File: config.mk
export PLATFORM = sky130hd
export DESIGN_NAME = arbitro_botoes
export DESIGN_NICKNAME = d
export VERILOG_FILES = /design/src/rtl/arbitro_botoes.sv
export SDC_FILE = /design/constraint.sdc
export NUM_CORES = 1
export LEC_CHECK = 0
export ABC_CLOCK_PERIOD_IN_PS = 6400
export CORE_UTILIZATION = 30
export DETAILED_ROUTE_END_ITERATION = 8
export PLACE_DENSITY = 0.55
export SLEW_MARGIN = 5
export SYNTH_ARGS = -nofsm -noshare
export SYNTH_HDL_FRONTEND = slang
export SYNTH_SLANG_ARGS = --single-unit
File: constraint.sdc
create_clock -name clk -period 6.4 [get_ports clk]
set_input_delay 0.64 -clock clk [delete_from_list [all_inputs] [get_ports clk]]
set_output_delay 0.64 -clock clk [all_outputs]
set_load 0.02 [all_outputs]
File: src/rtl/arbitro_botoes.sv
// Push-button front end: synchronises and debounces active-low pins, turns each
// release into a pending event and offers pending events round-robin on valid/ready.
module arbitro_botoes #(
    parameter int unsigned N_BOTOES        = 4,
    parameter int unsigned DEBOUNCE_CICLOS = 500000,
    localparam int unsigned ID_W           = $clog2(N_BOTOES)
) (
    input  logic                clk,
    input  logic                rst,
    input  logic [N_BOTOES-1:0] botoes_n,
    output logic                evento_valid,
    output logic [ID_W-1:0]     evento_id,
    input  logic                evento_ready,
    output logic                perdido
);

    localparam int unsigned CNT_W = $clog2(DEBOUNCE_CICLOS);
    localparam logic [CNT_W-1:0] CNT_MAX = CNT_W'(DEBOUNCE_CICLOS - 1);

    typedef enum logic {
        OCIOSO,
        OFERTA
    } estado_t;

    estado_t             estado;
    logic [N_BOTOES-1:0] s1;
    logic [N_BOTOES-1:0] s2;
    logic [N_BOTOES-1:0] estavel;
    logic [CNT_W-1:0]    cnt [N_BOTOES];
    logic [N_BOTOES-1:0] pendente;
    logic [ID_W-1:0]     ultimo;

    logic [N_BOTOES-1:0] solto_c;
    logic [N_BOTOES-1:0] limpa_c;
    logic                achou_c;
    logic [ID_W-1:0]     escolhido_c;

    // Two-stage synchroniser; idle level of an active-low pin is 1.
    always_ff @(posedge clk) begin
        if (rst) begin
            s1 <= '1;
            s2 <= '1;
        end else begin
            s1 <= botoes_n;
            s2 <= s1;
        end
    end

    // A changed level must survive DEBOUNCE_CICLOS consecutive samples to be accepted.
    always_ff @(posedge clk) begin
        if (rst) begin
            estavel <= '1;
            for (int i = 0; i < int'(N_BOTOES); i++) begin
                cnt[i] <= '0;
            end
        end else begin
            for (int i = 0; i < int'(N_BOTOES); i++) begin
                if (s2[i] == estavel[i]) begin
                    cnt[i] <= '0;
                end else if (cnt[i] == CNT_MAX) begin
                    estavel[i] <= s2[i];
                    cnt[i]     <= '0;
                end else begin
                    cnt[i] <= cnt[i] + CNT_W'(1);
                end
            end
        end
    end

    // Release edge: stable level is about to go 0 -> 1 on this clock.
    always_comb begin
        solto_c = '0;
        for (int i = 0; i < int'(N_BOTOES); i++) begin
            solto_c[i] = ~estavel[i] & s2[i] & (cnt[i] == CNT_MAX);
        end
    end

    assign limpa_c = (evento_valid && evento_ready) ? (N_BOTOES'(1) << evento_id) : '0;

    // Round-robin pick: first pending bit after the last served button, wrapping.
    always_comb begin
        int unsigned     pos;
        logic [ID_W-1:0] idx;
        achou_c     = 1'b0;
        escolhido_c = '0;
        pos         = 0;
        idx         = '0;
        for (int unsigned k = 1; k <= N_BOTOES; k++) begin
            pos = (32'(ultimo) + k) % N_BOTOES;
            idx = ID_W'(pos);
            if (!achou_c && pendente[idx]) begin
                achou_c     = 1'b1;
                escolhido_c = idx;
            end
        end
    end

    // Pending bits plus the offer FSM; a new event on a pending button is reported as lost.
    always_ff @(posedge clk) begin
        if (rst) begin
            estado       <= OCIOSO;
            pendente     <= '0;
            ultimo       <= ID_W'(N_BOTOES - 1);
            evento_valid <= 1'b0;
            evento_id    <= '0;
            perdido      <= 1'b0;
        end else begin
            pendente <= (pendente & ~limpa_c) | solto_c;
            perdido  <= |(solto_c & pendente & ~limpa_c);
            case (estado)
                OCIOSO: begin
                    if (achou_c) begin
                        evento_id    <= escolhido_c;
                        evento_valid <= 1'b1;
                        estado       <= OFERTA;
                    end
                end
                OFERTA: begin
                    if (evento_ready) begin
                        ultimo       <= evento_id;
                        evento_valid <= 1'b0;
                        estado       <= OCIOSO;
                    end
                end
                default: begin
                    evento_valid <= 1'b0;
                    estado       <= OCIOSO;
                end
            endcase
        end
    end

endmodule

# [Word-level counts from Yosys, hierarchy flattened]
# Memory sizes are Yosys's and may differ from the RTL's.
# Cells that the tools add are included.
[op_classes] n_addsub=8 n_lt_le_gt_ge=4 n_eq_ne=10 shift=1 n_mux=81 n_bitwise=34 n_reduce_logical=15
[op_table] op="$mux W19" n=12
[op_table] op="$add A19 B1 Y19 const B" n=4
[op_table] op="$eq A19 B19 Y1 const B" n=4
[op_table] op="$mux W1" n=58
[op_table] op="$reduce_and A2 Y1" n=7
[op_table] op="$and A4 B4 Y4" n=3
[op_table] op="$lt A2 B3 Y1 const B" n=4
[op_table] op="$or A1 B1 Y1" n=12
[op_table] op="$not A1 Y1" n=9
[op_table] op="$and A1 B1 Y1" n=8
[op_table] op="$bmux W1 S2" n=4
[op_table] op="$mux W2" n=4
[op_table] op="$add A2 B1 Y2 const B" n=2
[op_table] op="$add A2 B2 Y2 const B" n=2
[op_table] op="$eq A1 B1 Y1" n=4
[op_table] op="$logic_and A1 B1 Y1" n=4
[op_table] op="$mux W4" n=1
[op_table] op="$ne A2 B2 Y1 const B" n=2
[op_table] op="$not A4 Y4" n=1
[op_table] op="$or A4 B4 Y4" n=1
[op_table] op="$pmux W1 S2" n=2
[op_table] op="$reduce_or A4 Y1" n=1
[op_table] op="$shl A1 B2 Y4 const A" n=1
[op_table] op="$logic_not A1 Y1" n=3
[totals] reg_bits=23 ram_bits=76 output_inout_bits=4 elab_cells=166 memories=1
[memory_table] memory="cnt" words=4 width=19 read_ports=4 rd_ports_with_merged_regs=0 write_ports=4 line_no="29" text="logic [CNT_W-1:0] cnt [N_BOTOES];"

# [Logic depth before layout (Yosys ltp)]
[logic_depth] depth_word=15 depth_mapped=8

# [Least setup slack after synthesis]
# No wires, ideal clock.
[synth_timing] kind="register to register" startpoint="memory cnt[1][10] in the netlist's numbering" endpoint="memory cnt[1][10] in the netlist's numbering, data pin" setup_time_ns=0.255 t_arrival_ns=2.043 path_slack_ns=4.103 stages_incl_launch_ff=6 path_cell_list="edfxtp_1 -> or4_4 -> or4_4 -> o211ai_4 -> buf_8 -> nor2_2"
[synth_lines] item="from (decl)" line_no="29"

==> impl_results.md <==
- Final Cell Area: between 6000 and 7000 um2
- Later-pin clock latency in the skew report: between 0.3 and 0.4 ns
- CTS Sinks: a little under 100
- Fillcell total: roughly 1700
- Unique masters post-synth: 51
- CTS Hold Buffers Added: 0
- Count of pins over their slew limit: 0
- Worst VDD drop: between 100 and 150 uV
- Post-Synthesis Cells: about 510
- # rows: 47
- Post-synth EDFFs: between 70 and 80
- Layout area overhead: 16.8%
- Antenna violations before repair: 0
- Slew HR: 0.400
- Hold WC Path Type: register to register
- Reg area: approximately 2700 um2
- Routed wire length per instance: roughly 12 um
- Hold Vio Cnt, Final: 0
- Worst Setup Start Kind: register
- Placement Cell Area: between 5000 and 6000 um2
- GR Util All Layers: 0.118
- Gr ovfl total: 0
- H-tree depth: 3
- Slew at the pin closest to its max-slew limit: about 0.9 ns
- Largest net degree at the start of global routing: 26
- Die area: roughly 18000 um2
- Layout cell share with drive strength beyond 1: 0.0759
- Post_cts resized: 0
- Register area share after synthesis: 0.524
- Leak Pwr: about 2.1 nW
- Most frequent cells in the layout: edfxtp_1, conb_1, nor2_1
- Worst Path Arrival: roughly 2.7 ns
- Area of the multi-input gates: roughly 2600 um2
- Cell area after synthesis: 5230 um2
- Core Area: around 17000 um2
- RSZ-0062 raised after global routing: false
- Vias in the first global route: between 3000 and 4000
- Critical path capture point type: register
- Maxcap violations: 0
- Worst-path fanout max: 19
- Minimum clock period: roughly 2.7 ns
- Seq cells post-synth: 99
- First-pass GRT wire length: between 15000 and 20000 um
- Clk slew on worst S/H paths: 0.06 ns
- Die Ht: around 130 um
- RD Place Congestion: 0.786
- Drt initial violations: between 150 and 200
- # diodes: 0
- Cell area power density: 222 nW/um2
- Clock skew: approximately 0.0067 ns
- Postcts setup bufs: 0
- DP HPWL: 7070 um
- Final Setup Violations: 0
- Worst Path Required: 6.47 ns
- Crit Path Class: register to register
- Ys async rst share: 0
- CTS tree: built
- Width of the chip: about 130 um
- Total wire length: roughly 10000 um
- Maximum clock rate: between 300 and 400 MHz
- Root buf cell: clkbuf_16
- Avg Cell Area, Syn: 10.4 um2
- Status: finished clean
- Nets@finish: about 600
- Starting Density: 0.311
- Synth Flop Type: edfxtp_1
- Vias: approximately 3800
- Crit share post-route: 0.415
- DRC Markers: 0
- PortBufs: 10
- Sum Neg Setup Slack: 0 ns
- Clock buffer count from CTS: 9
- Vias/cell: around 4.7
- # IOs: 11
- Synth Warn #: 0
- TritonRoute pass-1 iters: 4
- Max clock buf depth: 2
- Routed Antenna Nets: 0
critical path: stages (launching register included):
cell and delay, ns:
edfxtp_1 0.46, or4b_2 0.70, nor4_1 0.50, a211o_1 0.62
nor2_1 0.11
synth_stat cells, types with 6 or more instances:
library cell	number	area (um2)
nor2_2	10	62.6
edfxtp_1	76	2280
and3_1	6	37.5
a21oi_1	25	125
dfxtp_1	23	460
or3_1	11	68.8
nand4_1	14	87.6
nand2_1	27	101
inv_1	28	105
o31ai_1	11	82.6
o21ai_0	15	75.1
ha_1	8	100
or4_1	13	97.6
xor2_1	15	131
nand3_1	28	140
or2_2	9	56.3
nor4_1	17	106
nor3_1	9	45.0
nor2_1	62	233
xnor2_1	32	280
worst paths after layout:
path,start,to,slack [ns],depth (start not counted)
setup / recovery,cnt[0][11],cnt[0][2],3.74,4
hold / removal,s1[1],s2[1],0.41,1
setup reg to reg,cnt[0][11],cnt[0][2],3.74,4
hold reg to reg,s1[1],s2[1],0.41,1
registers in the layout, summed over array words and instances, names as in the netlist:
signal / count
cnt: 76
estavel: 4
pendente: 4
s1: 4
s2: 4
evento_id: 2
ultimo: 2
estado: 1
evento_valid: 1
perdido: 1
power by group:
| group | internal, mW | switching, mW | leakage [nW] | total, mW |
|---|---|---|---|---|
| registers | 0.714 | 0.0239 | 0.972 | 0.738 |
| clock network | 0.326 | 0.235 | 0.152 | 0.561 |
| logic | 0.0227 | 0.0321 | 0.963 | 0.0548 |
| total | 1.06 | 0.291 | 2.09 | 1.35 |
cell type report:
class,count,share of cell area
Clock inverter,4,0.00758
Timing Repair Buffer,10,0.0164
Multi-Input combinational cell,440,0.423
Sequential cell,99,0.449
Tap cell,220,0.0451
Clock buffer,12,0.0422
Inverter,28,0.0172
per-layer routing:
layer	track usage	wire length (um)
met4	0.0537	184
met5	0	0
met2	0.193	4530
met3	0.0219	284
met1	0.150	4850
logic make-up after synthesis:
kind of cell / synth area share
other: 0.000717
buffers and inverters: 0.0359
AO/OA/AOI/OAI: 0.0868
AND/OR/NAND/NOR: 0.250
flip-flops: 0.524
XOR/XNOR: 0.0787
adder cells (fa/ha/maj): 0.0191
multiplexers: 0.00383
through the flow:
stage | instances | hold WS, ns | power [mW] | setup slack [ns] | utilization
6_report | 813 | 0.407 | 1.35 | 3.74 | 0.363
4_1_cts | 813 | 0.409 | 1.37 | 3.73 | 0.363
5_1_grt | 813 | 0.430 | 1.41 | 3.52 | 0.363
3_5_place_dp | 797 | 0.393 | 0.806 | 3.55 | 0.345
3_3_place_gp | 797 | 0.395 | 0.804 | 3.66 | 0.345
2_1_floorplan | 580 | 0.389 | 0.789 | 4.10 | -
Power figures use the tool's default switching activity.
